### src/rtl/fft_frame_pkg.sv
// fft_frame_pkg
// Shared definitions for the FFT frame controller:
//   - state_t   : frame controller FSM encoding
//   - NFFT_LSB / NFFT_WIDTH / FWD_LSB : bit positions inside the core config word
//   - clogb2    : ceiling log2 helper for counter sizing
package fft_frame_pkg;

  typedef enum logic [2:0] {
    S_IDLE,
    S_CONFIG,
    S_CFG_WAIT,
    S_WR,
    S_ZP,
    S_DISCARD,
    S_RD
  } state_t;

  localparam int NFFT_LSB   = 0;
  localparam int NFFT_WIDTH = 5;
  localparam int FWD_LSB    = 8;

  // Smallest r with 2**r >= value (0 for value <= 1).
  function automatic int clogb2(input int value);
    int r;
    r = 0;
    while ((1 << r) < value) r = r + 1;
    return r;
  endfunction

endpackage

### src/rtl/fft_frame_ctrl_slice.sv
// axis_reg_slice
// Single-stage AXI-Stream register. The register loads whenever it is empty
// or its current beat is being taken downstream, so a full-rate stream passes
// without bubbles while s_ready never depends on s_valid.
// Ports:
//   aclk, aresetn          clock, synchronous active-low reset
//   s_data/s_valid/s_ready upstream side
//   m_data/m_valid/m_ready downstream side
module axis_reg_slice #(
  parameter int WIDTH = 65
) (
  input  logic             aclk,
  input  logic             aresetn,
  input  logic [WIDTH-1:0] s_data,
  input  logic             s_valid,
  output logic             s_ready,
  output logic [WIDTH-1:0] m_data,
  output logic             m_valid,
  input  logic             m_ready
);

  assign s_ready = !m_valid || m_ready;

  always_ff @(posedge aclk) begin
    if (!aresetn) begin
      m_valid <= 1'b0;
      m_data  <= '0;
    end else if (s_ready) begin
      // valid drops after a handshake unless a new beat loads in the same cycle
      m_valid <= s_valid;
      if (s_valid) m_data <= s_data;
    end
  end

endmodule

### src/rtl/fft_frame_ctrl.sv
// fft_frame_ctrl
// Frame controller between a sample stream and a streaming FFT core. For each
// accepted start it sends one config word (length + per-channel direction),
// waits out the core config latency, then forwards exactly 2**log2_len beats
// to the core: short input frames are zero-padded, long ones are truncated and
// the excess input is absorbed. Core output is passed straight downstream with
// a running bin index; done pulses once both directions of the frame finish.
// Ports:
//   aclk, aresetn                 clock, synchronous active-low reset
//   start, log2_len, fwd_inv      frame request (length/direction latched on start)
//   s_axis_*                      input samples
//   m_axis_cfg_*                  config word to the core
//   m_axis_fft_*                  data to the core
//   s_axis_fft_*                  data from the core
//   m_axis_*, m_axis_index        downstream output and bin index
//   busy, done, err_len, err_trunc status
module fft_frame_ctrl
  import fft_frame_pkg::*;
#(
  parameter int MAX_LOG2_LEN   = 13,
  parameter int MIN_LOG2_LEN   = 3,
  parameter int CHANNELS       = 2,
  parameter int DATA_WIDTH     = 32,
  parameter int INDEX_WIDTH    = 32,
  parameter int CONFIG_LATENCY = 16,
  parameter int CFG_WIDTH      = 16
) (
  input  logic                           aclk,
  input  logic                           aresetn,
  input  logic                           start,
  input  logic [4:0]                     log2_len,
  input  logic [CHANNELS-1:0]            fwd_inv,
  input  logic [CHANNELS*DATA_WIDTH-1:0] s_axis_tdata,
  input  logic                           s_axis_tvalid,
  input  logic                           s_axis_tlast,
  output logic                           s_axis_tready,
  output logic [CFG_WIDTH-1:0]           m_axis_cfg_tdata,
  output logic                           m_axis_cfg_tvalid,
  input  logic                           m_axis_cfg_tready,
  output logic [CHANNELS*DATA_WIDTH-1:0] m_axis_fft_tdata,
  output logic                           m_axis_fft_tvalid,
  output logic                           m_axis_fft_tlast,
  input  logic                           m_axis_fft_tready,
  input  logic [CHANNELS*DATA_WIDTH-1:0] s_axis_fft_tdata,
  input  logic                           s_axis_fft_tvalid,
  input  logic                           s_axis_fft_tlast,
  output logic                           s_axis_fft_tready,
  output logic [CHANNELS*DATA_WIDTH-1:0] m_axis_tdata,
  output logic                           m_axis_tvalid,
  output logic                           m_axis_tlast,
  input  logic                           m_axis_tready,
  output logic [INDEX_WIDTH-1:0]         m_axis_index,
  output logic                           busy,
  output logic                           done,
  output logic                           err_len,
  output logic                           err_trunc
);

  localparam int BEAT_W = CHANNELS * DATA_WIDTH;
  localparam int WAIT_W = clogb2(CONFIG_LATENCY) + 1;

  // One extra bit so that 2**MAX_LOG2_LEN itself is representable.
  typedef logic [MAX_LOG2_LEN:0] count_t;

  state_t               state, state_next;
  count_t               remaining;
  logic [WAIT_W-1:0]    wait_cnt;
  logic [CFG_WIDTH-1:0] cfg_word, cfg_build;
  logic [BEAT_W-1:0]    slice_data;
  logic                 slice_valid, slice_last, load_ok;
  logic                 len_ok, last_beat, accept_start, dec_remaining, set_trunc;
  logic                 done_next, err_len_next;
  logic                 out_hs, out_done, out_done_now;

  assign len_ok    = (int'(log2_len) >= MIN_LOG2_LEN) && (int'(log2_len) <= MAX_LOG2_LEN);
  assign last_beat = (remaining == count_t'(1));

  // Output frame counts as complete if its tlast is being taken this cycle.
  assign out_hs       = s_axis_fft_tvalid && m_axis_tready;
  assign out_done_now = out_done || (out_hs && s_axis_fft_tlast);

  always_comb begin
    cfg_build = '0;
    cfg_build[NFFT_LSB +: NFFT_WIDTH] = log2_len;
    cfg_build[FWD_LSB +: CHANNELS]    = fwd_inv;
  end

  always_ff @(posedge aclk) begin
    if (!aresetn) state <= S_IDLE;
    else          state <= state_next;
  end

  always_comb begin
    state_next    = state;
    s_axis_tready = 1'b0;
    slice_valid   = 1'b0;
    slice_data    = '0;
    slice_last    = 1'b0;
    accept_start  = 1'b0;
    dec_remaining = 1'b0;
    set_trunc     = 1'b0;
    done_next     = 1'b0;
    err_len_next  = 1'b0;
    case (state)
      S_IDLE: begin
        if (start) begin
          if (len_ok) begin
            accept_start = 1'b1;
            state_next   = S_CONFIG;
          end else begin
            err_len_next = 1'b1;
          end
        end
      end
      S_CONFIG: begin
        if (m_axis_cfg_tready) state_next = S_CFG_WAIT;
      end
      S_CFG_WAIT: begin
        // wait_cnt runs 0..CONFIG_LATENCY-2, i.e. CONFIG_LATENCY-1 cycles here
        if (int'(wait_cnt) + 2 >= CONFIG_LATENCY) state_next = S_WR;
      end
      S_WR: begin
        s_axis_tready = load_ok;
        slice_valid   = s_axis_tvalid;
        slice_data    = s_axis_tdata;
        slice_last    = last_beat;
        if (s_axis_tvalid && load_ok) begin
          dec_remaining = 1'b1;
          if (last_beat) begin
            if (s_axis_tlast) begin
              state_next = S_RD;
            end else begin
              set_trunc  = 1'b1;
              state_next = S_DISCARD;
            end
          end else if (s_axis_tlast) begin
            state_next = S_ZP;
          end
        end
      end
      S_ZP: begin
        slice_valid = 1'b1;
        slice_last  = last_beat;
        if (load_ok) begin
          dec_remaining = 1'b1;
          if (last_beat) state_next = S_RD;
        end
      end
      S_DISCARD: begin
        s_axis_tready = 1'b1;
        if (s_axis_tvalid && s_axis_tlast) begin
          if (out_done_now) begin
            done_next  = 1'b1;
            state_next = S_IDLE;
          end else begin
            state_next = S_RD;
          end
        end
      end
      S_RD: begin
        if (out_done_now) begin
          done_next  = 1'b1;
          state_next = S_IDLE;
        end
      end
      default: state_next = S_IDLE;
    endcase
  end

  always_ff @(posedge aclk) begin
    if (!aresetn) begin
      remaining <= '0;
      wait_cnt  <= '0;
      cfg_word  <= '0;
      err_trunc <= 1'b0;
      out_done  <= 1'b0;
      done      <= 1'b0;
      err_len   <= 1'b0;
    end else begin
      done    <= done_next;
      err_len <= err_len_next;

      if (state == S_CFG_WAIT) wait_cnt <= wait_cnt + 1'b1;
      else                     wait_cnt <= '0;

      if (accept_start)       remaining <= count_t'(1) << log2_len;
      else if (dec_remaining) remaining <= remaining - 1'b1;

      if (accept_start) cfg_word <= cfg_build;

      if (accept_start)   err_trunc <= 1'b0;
      else if (set_trunc) err_trunc <= 1'b1;

      if (accept_start)                    out_done <= 1'b0;
      else if (out_hs && s_axis_fft_tlast) out_done <= 1'b1;
    end
  end

  // Bin index follows downstream handshakes and rewinds after each frame.
  always_ff @(posedge aclk) begin
    if (!aresetn) begin
      m_axis_index <= '0;
    end else if (out_hs) begin
      if (s_axis_fft_tlast) m_axis_index <= '0;
      else                  m_axis_index <= m_axis_index + 1'b1;
    end
  end

  axis_reg_slice #(
    .WIDTH(BEAT_W + 1)
  ) u_core_slice (
    .aclk    (aclk),
    .aresetn (aresetn),
    .s_data  ({slice_last, slice_data}),
    .s_valid (slice_valid),
    .s_ready (load_ok),
    .m_data  ({m_axis_fft_tlast, m_axis_fft_tdata}),
    .m_valid (m_axis_fft_tvalid),
    .m_ready (m_axis_fft_tready)
  );

  assign m_axis_cfg_tvalid = (state == S_CONFIG);
  assign m_axis_cfg_tdata  = cfg_word;
  assign busy              = (state != S_IDLE);

  assign m_axis_tdata      = s_axis_fft_tdata;
  assign m_axis_tvalid     = s_axis_fft_tvalid;
  assign m_axis_tlast      = s_axis_fft_tlast;
  assign s_axis_fft_tready = m_axis_tready;

endmodule

### config.mk
export PLATFORM = sky130hd
export DESIGN_NAME = fft_frame_ctrl
export DESIGN_NICKNAME = d
export VERILOG_FILES = /design/src/rtl/fft_frame_pkg.sv /design/src/rtl/fft_frame_ctrl_slice.sv /design/src/rtl/fft_frame_ctrl.sv
export SDC_FILE = /design/constraint.sdc
export NUM_CORES = 1
export LEC_CHECK = 0
export BUFFER_PORTS_ARGS = -buffer_cell sky130_fd_sc_hd__buf_4
export CORE_ASPECT_RATIO = 0.5
export CORE_UTILIZATION = 49
export CTS_BUF_LIST = sky130_fd_sc_hd__clkbuf_4 sky130_fd_sc_hd__clkbuf_8 sky130_fd_sc_hd__clkbuf_16
export DETAILED_ROUTE_END_ITERATION = 7
export GPL_TIMING_DRIVEN = 0
export PLACE_DENSITY = 0.87
export REMOVE_ABC_BUFFERS = 1
export SLEW_MARGIN = 20
export SYNTH_ARGS = -nofsm -noshare
export SYNTH_HDL_FRONTEND = slang
export SYNTH_SLANG_ARGS = --single-unit
### constraint.sdc
create_clock -name aclk -period 5.16 [get_ports aclk]
set_input_delay 0.774 -clock aclk [delete_from_list [all_inputs] [get_ports aclk]]
set_output_delay 0.774 -clock aclk [all_outputs]
set_load 0.02 [all_outputs]
After elaboration in Yosys (flattened, before gate mapping)

Cells that the tools add are included.

Bitwise operators: 1
Shifts and indexed selects: 1
Mux-type cells: 35
Equality and inequality tests: 17
Order comparisons: 3
Reduce and logical (&&, ||, !) cells: 17
Add/subtract/negate cells: 4

Operators with widths:

| operator                                                           | count |
|---|---|
| two-way mux 64 bit                                                 | 1 |
| two-way mux 3 bit                                                  | 12 |
| adder 32 x 1 -> 32 bit (second input constant)                     | 1 |
| two-way mux 32 bit                                                 | 1 |
| two-way mux 14 bit                                                 | 2 |
| one-hot mux 3 bit (7 select lines)                                 | 1 |
| != test 2 bit (second input constant)                              | 8 |
| equality test 14 x 1 -> 1 bit (second input constant)              | 1 |
| left shift 1 x 5 -> 14 bit (first input constant)                  | 1 |
| subtractor 14 x 1 -> 14 bit (second input constant)                | 1 |
| two-way mux 1 bit                                                  | 13 |
| AND reduction 10 bit                                               | 1 |
| equality test 3 bit (second input constant)                        | 3 |
| one-hot mux 1 bit (2 select lines)                                 | 4 |
| adder 5 x 2 -> 6 bit (second input constant)                       | 1 |
| equality test 3 x 2 -> 1 bit (second input constant)               | 2 |
| greater-or-equal comparator 6 x 5 -> 1 bit (second input constant) | 1 |
| adder 5 x 1 -> 5 bit (second input constant)                       | 1 |
| greater-or-equal comparator 5 x 2 -> 1 bit (second input constant) | 1 |
| less-or-equal comparator 5 x 4 -> 1 bit (second input constant)    | 1 |
| logical AND 1 bit                                                  | 5 |
| AND reduction 2 bit                                                | 2 |
| OR reduction 2 bit                                                 | 2 |
| equality test 3 x 1 -> 1 bit (second input constant)               | 1 |
| other kinds (10)                                                   | 11 |

Logic and storage cells: 89
Input bits: 145
Output and inout port bits: 187
Flip-flop bits (word level): 131

Depth between registers and ports, before layout

Gate-level depths: netlist of run 1.

Depth after elaboration: 7
Gate-level depth with buffers: 8
Gate-level depth less buffers: 8

By module

Synthesis of run 1 repeated with hierarchy kept, for this count alone.

Cell total of the unflattened synthesis: 847
Area, all modules: 6,932.9 um^2

Modules (own cells, without submodules):

| module         | instances | area each (um^2) | cells each | seq. area each (um^2) |
|---|---|---|---|---|
| fft_frame_ctrl | 1         | 4,296.6          | 560        | 1,301.2 |
| axis_reg_slice | 1         | 2,636.3          | 287        | 1,321.3 |

Least setup slack after synthesis of run 1

OpenSTA, ideal clock, no wires.

Kind: input-to-output
Start: input m_axis_fft_tready
End: output s_axis_tready
Arrival: 1,464 ps
Path buffers: 0
Setup slack: 2,922 ps
Stages on the path: 4
Data required time: 4,386 ps
Cell sequence: and2b_2 > nor2_1 > mux2i_1 > nor2b_1

Word-level cells in the longest chain between the ends: 2

Ends and longest elaborated chain:

| item                               | RTL line                   | text |
|---|---|---|
| start, declared                    | fft_frame_ctrl.sv:43       | `input logic m_axis_fft_tready,` |
| logical OR 1 bit                   | fft_frame_ctrl_slice.sv:22 | `assign s_ready = !m_valid \|\| m_ready;` |
| one-hot mux 1 bit (2 select lines) | fft_frame_ctrl.sv:104      | `case (state)` |
| end, declared                      | fft_frame_ctrl.sv:36       | `output logic s_axis_tready,` |

No other way between the ends.

Worst setup path after layout of run 1

Start: register state[2]
End: register remaining[12]

Word-level cells in the longest chain between the ends: 3
Elaborated cells on any way between the ends: 7
Those cells by class: 2 x eq/ne; 3 x mux; 2 x reduce/logical

Ends and longest elaborated chain:

| item                                                                           | RTL line              | text |
|---|---|---|
| start, declared                                                                | fft_frame_ctrl.sv:65  | `state_t state, state_next;` |
| start signal, assigned                                                         | fft_frame_ctrl.sv:90  | `else state <= state_next;` |
| equality test 3 bit (tied with other cells)                                    | fft_frame_ctrl.sv:104 |  |
| one-hot mux 1 bit (2 select lines) / two-way mux 1 bit (equally long branches) | fft_frame_ctrl.sv:104 |  |
| nonzero test 2 bit (no line) / two-way mux 14 bit (equally long branches)      | --                    |  |
| end signal, assigned                                                           | fft_frame_ctrl.sv:186 | `if (accept_start) remaining <= count_t'(1) << log2_len;` |
| end signal, assigned                                                           | fft_frame_ctrl.sv:187 | `else if (dec_remaining) remaining <= remaining - 1'b1;` |
| end, declared                                                                  | fft_frame_ctrl.sv:66  | `count_t remaining;` |

Parallel ways exist; a longest one is shown, timed or not.
A chain may end at the register's enable or synchronous reset.

==> results of run 1 <==
==> cell families after synthesis <==
family          Yosys count  share of synthesized area
compound gates          118                      0.114
xor+xnor                 41                     0.0589
fa+ha+maj                 4                    0.00821
buf+inv                 127                      0.129
flops                   131                      0.430
mux                       3                    0.00493
other cells               1                   0.000615
simple gates            317                      0.254
==> sequential cells by signal, indices dropped and copies added, names as in the netlist <==
| register | flops |
|---|---|
| remaining | 14 |
| m_axis_index | 32 |
| out_done | 1 |
| err_len | 1 |
| state | 3 |
| m_axis_cfg_tdata | 7 |
| done | 1 |
| wait_cnt | 5 |
| u_core_slice.m_data | 65 |
| err_trunc | 1 |
| u_core_slice.m_valid | 1 |
==> cell type report <==
class | instances | area (sq um)
timing repair buffer | 201 | 1630
inverter | 8 | 32.5
fill | 948 | 4110
tap | 165 | 206
multi-input combinational | 492 | 2740
clock inverter | 14 | 204
clock buffer | 17 | 425
sequential | 131 | 2620
==> layout by cell type, fill, tap and decap left out, types with 3 or more instances in the layout <==
cell type | netlist | final
nor3_1 | 8 | 8
nand3_1 | 91 | 91
o21ai_0 | 5 | 5
ha_1 | 4 | 4
o21ai_1 | 4 | 4
nor2_1 | 62 | 61
nand2_1 | 99 | 99
xor2_1 | 27 | 27
buf_16 | 0 | 5
nand3b_1 | 4 | 4
a31oi_1 | 3 | 3
buf_4 | 78 | 194
o31ai_1 | 5 | 5
conb_1 | 1 | 9
nor2b_1 | 7 | 7
clkinvlp_4 | 0 | 3
nand4_1 | 9 | 9
clkinv_4 | 0 | 4
dfxtp_1 | 131 | 131
and4_1 | 7 | 7
a21oi_1 | 81 | 81
a211oi_1 | 5 | 5
clkbuf_16 | 0 | 17
mux2i_1 | 3 | 3
inv_6 | 0 | 3
bufinv_16 | 0 | 4
xnor2_1 | 14 | 14
nand2b_1 | 3 | 3
and3_1 | 3 | 3
or3_1 | 4 | 4
inv_1 | 8 | 7
==> layer usage <==
layer	GRT usage	up-vias	wire length, microns
met5	0.216	-	406
met4	0.0875	12	523
met3	0.259	68	3620
met2	0.459	349	9010
met1	0.344	2757	7830
li1	-	2665	-
==> power by group <==
| part | switching [mW] | internal, mW |
|---|---|---|
| Sequential | 0.0447 | 1.04 |
| Combinational | 0.238 | 0.181 |
| Clock | 0.470 | 0.814 |
==> cells in the mapped netlist, types with 3 or more instances <==
library cell and n:
buf_4 78, nand2_1 99, buf_1 8, and3_1 3, buf_2 11, xnor2_1 14, nand3_1 91, and4_1 7
o21ai_1 4, nand3b_1 4, o21ai_0 5, xor2_1 27, dfxtp_1 131, clkbuf_1 22, nand4_1 9, nand2b_1 3
a211oi_1 5, mux2i_1 3, a21oi_1 81, a31oi_1 3, ha_1 4, nor2_1 62, or3_1 4, inv_1 8
nor2b_1 7, o31ai_1 5, nor3_1 8
==> how the worst max path moves through the flow <==
stage | startpoint | end | slack, ns | cells past startpoint
floorplan | s_axis_tvalid | remaining[11] | 0.94 | 6
global placement | s_axis_tvalid | remaining[11] | -0.96 | 7
detailed placement | log2_len[1] | remaining[3] | 2.42 | 6
CTS | state[2] | remaining[12] | 2.48 | 7
global route | state[2] | remaining[12] | 2.29 | 7
finish | state[2] | remaining[12] | 2.42 | 7
==> worst min-delay path: stages, from the launching register on <==
cell	delay (ns)
dfxtp_1	0.31
nand2_1	0.05
a21oi_1	0.05
==> flow_summary.toml, run 1 <==
[floorplanning]
core_region_area_sq_mm = 0.0120
start_util = 0.509
die_y_microns = 80.9
die_w_microns = 160
rows = 28
fp.dieArea_sq_mm = 0.0129
boundaryPins = 332

[clock_network]
cts_setup_buffers = 0
numCtsBuffers = 17
clockBufferDepth = 2
cts.clk_slew.worst_paths_ns = 0.06
numClockSinks = 131
cts_tree = "built"
clock_latency_ns = 0.41
h-tree-depth = 4
cts_resized = 0
cts_hold_buffers = 0
cts-root-buf = "clkbuf_16"

[layout]
drive_gt1_frac = 0.294
final_area_sq_mm = 0.00787
utilization = 0.657
final_cells = 1028
syn2layout_area_growth_pct = 29.1
fin_nets = 1000
antenna_cells = 0

[grt]
grt_pass1_vias = 5068
grt_start_max_net_pins = 64
grt_pass1_wl_microns = 30500
overflow = 0
grt_usage = 0.321
antenna_found_initial = 0

[synth]
ys_seq_area_frac = 0.430
syn_area_sq_mm = 0.00609
synth_flop_cell = "dfxtp_1"
syn_inst = 742
yosysTopAreaCell = "dfxtp_1"
synth_area_per_cell_sq_um = 8.21
synth_top_area_share = 0.430
synth-edff-count = 0
ys_seq_elements = 131
synth_cell_types = 58
synthTopCellsByArea = "dfxtp_1, buf_4, nand3_1, a21oi_1, nand2_1"
synth_warnings = 0
async_flop_share = 0

[critical_path]
r2r_cells = 7
crit_chain = "nor3b_2 -> o21ba_4 -> buf_12 -> nand3_1 -> nor3_1 -> xnor2_1 -> o32ai_1"
regToRegSetupSlack_ns = 2.42
slowest_stage = "dfxtp_1"
critical_path.max_stage_delay_ns = 0.74
worstPathRequired_ns = 5.42
r2r-start = "state[2]"
critical_path_class = "flip-flop to flip-flop"
critPathTopFamily = "simple AND/OR/NAND/NOR gates"
path_max_fanout = 50
path_buf_inv = 1
worstSetupStartpointType = "flip-flop"
crit_arrival_ns = 2.99
crit_path_end_kind = "flip-flop"
r2r_end = "remaining[12]"

[timing]
layout_min_cycle_time_ns = 2.74
worst_clock_skew_ns = 0.00994
grt_setup_unrepaired = "no"
timing.slew.headroom = 0.301
worst_pin_slew_ns = 1.05
setup_viol = 0
setup_ws_ns = 2.42
post-route-period-util = 0.530
drv_slew = 0
final_hold_viol_count = 0
fmax_mhz = 365
holdWs_ns = 0.450
finalSetupTns_ns = 0

[worst_hold_path]
hold_path_end = "u_core_slice.m_data[25]"
min-delay-start = "u_core_slice.m_data[25]"
hold_path.class = "flip-flop to flip-flop"
hold_depth = 2

[place]
dpl_worst_slack_ns = 2.42
io_buffer_count = 194
hpwlAfterDp_microns = 15100
dp.cells = 997
gp_congestion = 0.844
placed_area_sq_mm = 0.00724

[route]
drt-initial-drc-count = 502
ant_nets = 0
totalWireLength_microns = 21400
routedWlPerCell_microns = 20.8
drc_errors = 0
drtPass1Iterations = 6
num_vias = 5851
avgViaCountPerCell = 5.69

[run]
drv_cap = 0

[run_status]
run_status = "finished clean"

[power]
leakagePower_nw = 3.18
ir_worst_vdd_mv = 0.260
p_total_mw = 2.79
power.density_mw_per_mm2 = 354
Power figures use the tool's default switching activity.
==> inputs of run 2 (changes only) <==
--- a/config.mk
+++ b/config.mk
@@ -5,13 +5,14 @@
 export SDC_FILE = /design/constraint.sdc
 export NUM_CORES = 1
 export LEC_CHECK = 0
+export ABC_AREA = 1
 export BUFFER_PORTS_ARGS = -buffer_cell sky130_fd_sc_hd__buf_4
 export CORE_ASPECT_RATIO = 0.5
-export CORE_UTILIZATION = 49
+export CORE_UTILIZATION = 42
 export CTS_BUF_LIST = sky130_fd_sc_hd__clkbuf_4 sky130_fd_sc_hd__clkbuf_8 sky130_fd_sc_hd__clkbuf_16
 export DETAILED_ROUTE_END_ITERATION = 7
 export GPL_TIMING_DRIVEN = 0
-export PLACE_DENSITY = 0.87
+export PLACE_DENSITY = 0.77
 export REMOVE_ABC_BUFFERS = 1
 export SLEW_MARGIN = 20
 export SYNTH_ARGS = -nofsm -noshare
==> constraint.sdc (replaced) <==
create_clock -name aclk -period 2.5 [get_ports aclk]
set_input_delay 0.375 -clock aclk [delete_from_list [all_inputs] [get_ports aclk]]
set_output_delay 0.375 -clock aclk [all_outputs]
set_load 0.02 [all_outputs]
==> flow_summary.toml, run 2 <==
[synth]
synth_top_area_share = 0.391
ys_seq_area_frac = 0.391
synth.top_cells.by_count = "nor2_1, dfxtp_1, nand2_1, o21ai_0, inv_1"
syn_area_sq_mm = 0.00671
synth_warnings = 0
synth-edff-count = 0
ys_seq_elements = 131
synthTopCellsByArea = "dfxtp_1, nor2_1, buf_4, o21ai_0, nand2_1"
synth_most_common_cell = "nor2_1"
yosysTopAreaCell = "dfxtp_1"
synth_flop_cell = "dfxtp_1"
syn_inst = 931
synth_cell_types = 42
synth_area_per_cell_sq_um = 7.21
async_flop_share = 0

[layout]
largest_reg_flops = 65
drive_gt1_frac = 0.279
largestRegisters = "u_core_slice.m_data x65, m_axis_index x32, remaining x14"
final_cell_mix = "buf_4, nor2_1, dfxtp_1"
final_common_cell = "buf_4"
fin_nets = 1192
antenna_cells = 0
fillers = 1441
largest_register = "u_core_slice.m_data"
final_cells = 1260
syn2layout_area_growth_pct = 25.7

[critical_path]
slowest_stage = "dfxtp_1"
regToRegSetupSlack_ns = 0.19
r2r_cells = 11
worstSetupStartpointType = "flip-flop"
critical_path.max_stage_delay_ns = 0.48
critical_path_class = "flip-flop to flip-flop"
crit_chain = "nand2_2 -> nor2_4 -> buf_16 -> nand3_2 -> nand2_8 -> inv_4 -> nand2_4 -> inv_1 -> nand2_1 -> nand3_1 -> inv_1"
crit_path_frequent_cell = "inv_1"
crit_path_end_kind = "flip-flop"
r2r_end = "remaining[7]"
worstPathRequired_ns = 2.86
crit_arrival_ns = 2.66
r2r-start = "state[0]"
critPathTopFamily = "simple AND/OR/NAND/NOR gates"
path_buf_inv = 4
path_max_fanout = 36

[clock_network]
clockBufferDepth = 2
cts.clk_slew.worst_paths_ns = 0.06
numCtsBuffers = 17
cts_tree = "built"
numClockSinks = 131
cts-root-buf = "clkbuf_16"
h-tree-depth = 4
clock_latency_ns = 0.42

[route]
drtPass1Iterations = 6
num_vias = 6712
drt-initial-drc-count = 471
routedWlPerCell_microns = 18.4
ant_nets = 0
avgViaCountPerCell = 5.33
totalWireLength_microns = 23200
drc_errors = 0

[worst_hold_path]
min-delay-start = "s_axis_tdata[48]"
hold_path.class = "primary input to flip-flop"
hold_depth = 3
hold_path_end = "u_core_slice.m_data[48]"

[timing]
post-route-period-util = 0.922
final_hold_viol_count = 0
worst_pin_slew_ns = 0.816
grt_setup_unrepaired = "no"
timing.slew.headroom = 0.456
worst_clock_skew_ns = 0.0100
setup_viol = 0
layout_min_cycle_time_ns = 2.31
finalSetupTns_ns = 0
drv_slew = 0
fmax_mhz = 434

[place]
hpwlAfterDp_microns = 16000
dp.cells = 1226
gp_congestion = 0.881
io_buffer_count = 194

[floorplanning]
start_util = 0.433
die_y_microns = 91.4
die_w_microns = 181
core_region_area_sq_mm = 0.0155
fp.dieArea_sq_mm = 0.0165
boundaryPins = 332
rows = 32

[grt]
grt_pass1_vias = 6038
antenna_found_initial = 0
grt_usage = 0.272
overflow = 0
grt_start_max_net_pins = 92
grt_pass1_wl_microns = 34100

[power]
power.density_mw_per_mm2 = 1120
ir_worst_vdd_mv = 0.612
leakagePower_nw = 3.81

[run]
drv_cap = 0

[run_status]
run_status = "finished clean"
==> run 2: cell count changes after synthesis, moves of 7 or more <==
cell,previous run,this run
nor2_1,62,164
o21ai_0,5,96
inv_1,8,84
nand3_1,91,42
a21oi_2,0,40
a21oi_1,81,56
xor2_1,27,2
nor3_1,8,21
nand2_1,99,110
xnor2_1,14,3
and4_1,7,0
buf_6,0,7
nor2b_1,7,0
==> run 2: cells by family (layout without fill, tap and decap cells) <==
group | after synthesis | count (layout) | synth area share
buffers and inverters | 203 | 319 | 0.168
AND/OR/NAND/NOR | 367 | 368 | 0.234
XOR/XNOR | 5 | 5 | 0.00652
adder cells (fa/ha/maj) | 4 | 4 | 0.00746
flip-flops | 131 | 131 | 0.391
AO/OA/AOI/OAI | 220 | 220 | 0.193
other | 1 | 9 | 0.000559
==> run 2: how the worst max path moves through the flow <==
| stage | from | to | slack, ns | depth (start not counted) |
|---|---|---|---|---|
| finish | state[0] | remaining[7] | 0.19 | 11 |
| global route | state[0] | remaining[0] | 0.06 | 9 |
| CTS | state[1] | remaining[0] | 0.01 | 9 |
| detailed placement | state[1] | remaining[0] | -0.53 | 9 |
| global placement | state[1] | remaining[0] | -2.49 | 8 |
| floorplan | state[1] | remaining[0] | -1.23 | 8 |
==> run 2: stage by stage <==
step           power (mW)  hold slack, ns  cell area [sq um]  utilization  worst slack, ns
2_1_floorplan        5.36           0.418               5950            -            -1.23
3_3_place_gp         6.60           0.422               7660        0.494            -2.49
3_5_place_dp         6.73           0.431               7770        0.502           -0.529
4_1_cts              9.48           0.160               8420        0.544           0.0106
5_1_grt              10.1           0.165               8440        0.545           0.0619
6_report             9.49           0.177               8440        0.545            0.195
==> run 2: layout make-up <==
cell class / count / area [sq um] / share of cell area
clock buffer: 18 / 433 / 0.0513
tap: 204 / 255 / 0.0302
inverter: 88 / 333 / 0.0394
sequential: 131 / 2620 / 0.311
multi-input combinational: 606 / 3020 / 0.358
clock inverter: 14 / 201 / 0.0239
timing repair buffer: 199 / 1570 / 0.186
==> run 2: per-layer routing <==
layer / routed length (microns) / track usage / part of all wire
met2: 9640 / 0.390 / 0.42
met5: 246 / 0.111 / 0.011
met4: 343 / 0.0762 / 0.015
met1: 9220 / 0.303 / 0.40
met3: 3720 / 0.208 / 0.16
==> run 2: power by group <==
group          total [mW]  internal (mW)  switching [mW]
sequential           3.03           2.65           0.380
clock                2.70           1.70            1.01
combinational        3.75           1.48            2.28
total                9.49           5.83            3.67
==> run 2: tightest hold or removal path: cells and delay by family <==
kind                   cells  cell delay [ns]
buffers and inverters      1             0.08
and+or+nand+nor            1             0.07
AOI/OAI and AO/OA          1             0.04
==> run 2: what timing repair did <==
item                                    in CTS  in global routing
hold buffers                                 0                  0
resized for setup                            1                  2
gates cloned                                 0                  1
pin swaps                                    1                  1
setup buffers                                1                  0
endpoints found under the setup margin      79                 31
==> inputs of run 3 (changes only) <==
--- a/config.mk
+++ b/config.mk
@@ -8,13 +8,14 @@
 export ABC_AREA = 1
 export BUFFER_PORTS_ARGS = -buffer_cell sky130_fd_sc_hd__buf_4
 export CORE_ASPECT_RATIO = 0.5
-export CORE_UTILIZATION = 42
+export CORE_UTILIZATION = 44
 export CTS_BUF_LIST = sky130_fd_sc_hd__clkbuf_4 sky130_fd_sc_hd__clkbuf_8 sky130_fd_sc_hd__clkbuf_16
 export DETAILED_ROUTE_END_ITERATION = 7
 export GPL_TIMING_DRIVEN = 0
-export PLACE_DENSITY = 0.77
+export PLACE_DENSITY = 0.78
 export REMOVE_ABC_BUFFERS = 1
 export SLEW_MARGIN = 20
 export SYNTH_ARGS = -nofsm -noshare
 export SYNTH_HDL_FRONTEND = slang
+export SYNTH_HIERARCHICAL = 1
 export SYNTH_SLANG_ARGS = --single-unit
==> flow_summary.toml, run 3 <==
[synth]
async_flop_share = 0
synth_cell_types = 38
synth_warnings = 6
synth-edff-count = 0
synth_most_common_cell = "nor2_1"
ys_seq_area_frac = 0.343
ys_seq_elements = 131
synth_top_area_share = 0.343
synth.top_cells.by_count = "nor2_1, inv_1, nand2_1, dfxtp_1, nand3_1"
syn_area_sq_mm = 0.00765
synth_flop_cell = "dfxtp_1"
synth_area_per_cell_sq_um = 6.36
synth_simple_gate_area_frac = 0.313
synth-adder-area-share = 0.00654
synth_top_family_by_area = "simple AND/OR/NAND/NOR gates"
synth_compound_area_frac = 0.109
synth.area.mux_share = 0
yosysTopAreaCell = "dfxtp_1"
synthTopCellsByArea = "dfxtp_1, nor2_1, inv_1, buf_4, nand2_1"
synth-xor-area-share = 0.00573
syn_inst = 1202

[layout]
largest_register = "u_core_slice/m_data"
final_cell_mix = "nor2_1, inv_1, buf_4"
largestRegisters = "u_core_slice/m_data x65, m_axis_index x32, remaining x14"
fin_nets = 1454
syn2layout_area_growth_pct = 20.9
largest_reg_flops = 65
final_common_cell = "nor2_1"
utilization = 0.554
drive_gt1_frac = 0.195
antenna_cells = 0

[clock_network]
h-tree-depth = 4
cts_tree = "built"
clockBufferDepth = 2
cts-root-buf = "clkbuf_16"
cts.clk_slew.worst_paths_ns = 0.06
numClockSinks = 131
clock_latency_ns = 0.41
numCtsBuffers = 17

[critical_path]
crit_arrival_ns = 1.91
critical_path_class = "flip-flop to output pin"
worstSetupStartpointType = "flip-flop"
path_max_fanout = 68
crit_path_end_kind = "output pin"
worstPathRequired_ns = 2.12

[place]
gp_congestion = 0.888
hpwlAfterDp_microns = 18400
io_buffer_count = 194

[floorplanning]
boundaryPins = 332
start_util = 0.459
rows = 33
fp.dieArea_sq_mm = 0.0179
die_w_microns = 188
die_y_microns = 95.2
core_region_area_sq_mm = 0.0167

[route]
routedWlPerCell_microns = 17.3
totalWireLength_microns = 26800
drt-initial-drc-count = 495
avgViaCountPerCell = 5.06
drtPass1Iterations = 5
drc_errors = 0
num_vias = 7818
ant_nets = 0

[timing]
timing.slew.headroom = 0.322
setup_viol = 0
final_hold_viol_count = 0
finalSetupTns_ns = 0
layout_min_cycle_time_ns = 2.28
drv_slew = 0
fmax_mhz = 438
post-route-period-util = 0.912
worst_clock_skew_ns = 0.0132
holdWs_ns = 0.219
worst_pin_slew_ns = 1.02
grt_setup_unrepaired = "no"

[grt]
grt_pass1_vias = 6755
grt_usage = 0.288
antenna_found_initial = 0
overflow = 0
grt_start_max_net_pins = 136
grt_pass1_wl_microns = 38300

[run]
drv_cap = 0

[worst_hold_path]
hold_path.class = "primary input to flip-flop"

[power]
ir_worst_vdd_mv = 0.481
power.density_mw_per_mm2 = 764
leakagePower_nw = 4.45

[run_status]
run_status = "finished clean"
[run 3: worst paths after layout]
kind | start | to | slack [ns] | depth (start not counted)
max reg2reg | state[1] | u_core_slice/m_data[17] | 0.27 | 6
min reg2reg | m_axis_cfg_tdata[4] | m_axis_cfg_tdata[4] | 0.44 | 2
max | u_core_slice/m_valid | s_axis_tready | 0.22 | 4
min | fwd_inv[1] | m_axis_cfg_tdata[9] | 0.22 | 3
[run 3: critical path: stages, from the launching register on]
cell     delay [ns]
dfxtp_1        0.55
nand2_8        0.35
inv_1          0.25
o21ai_0        0.13
buf_4          0.17
[run 3: layer usage]
layer / wire length [microns] / GRT usage / share of wire / up-vias
met5: 325 / 0.165 / 0.012 / -
met4: 669 / 0.110 / 0.025 / 6
met3: 4730 / 0.243 / 0.18 / 53
met2: 10700 / 0.399 / 0.40 / 401
met1: 10300 / 0.303 / 0.39 / 3506
li1: - / - / - / 3852
[run 3: what timing repair did]
action	4_1_cts	5_1_grt
setup endpoints to repair	36	30
hold buffers	0	0
setup buffers	0	3
resized for setup	0	0
pin swaps	1	2
cloned	2	1
[run 3: final cells by class]
class	instances	area, sq um
flip-flops and latches	131	2620
repair buffers	199	1530
fillers	1651	7430
inverters	220	826
well taps	227	284
multi-input cells	736	3410
clock inverters	10	106
clock buffers	21	474
[run 3: cell families (layout without fill, tap and decap cells)]
kind of cell | after synthesis | count (layout)
other | 1 | 9
adders and majority gates | 4 | 4
and+or+nand+nor | 560 | 563
xor gates and xnor gates | 5 | 5
buffers and inverters | 346 | 450
AOI/OAI and AO/OA | 155 | 155
DFF | 131 | 131
[run 3: power by group]
group	internal, mW	switching [mW]
clock network	1.54	0.915
logic	0.796	1.33
registers	2.30	0.182
total	4.64	2.43
[run 3: metrics by stage]
stage	power [mW]	area, sq um	setup WS, ns	std cells
2_1_floorplan	3.87	6800	-1.15	1084
3_3_place_gp	4.53	8540	-2.57	1505
3_5_place_dp	4.56	8610	-0.255	1507
4_1_cts	7.07	9210	0.0569	1540
5_1_grt	7.48	9250	0.0881	1544
6_report	7.07	9250	0.219	1544
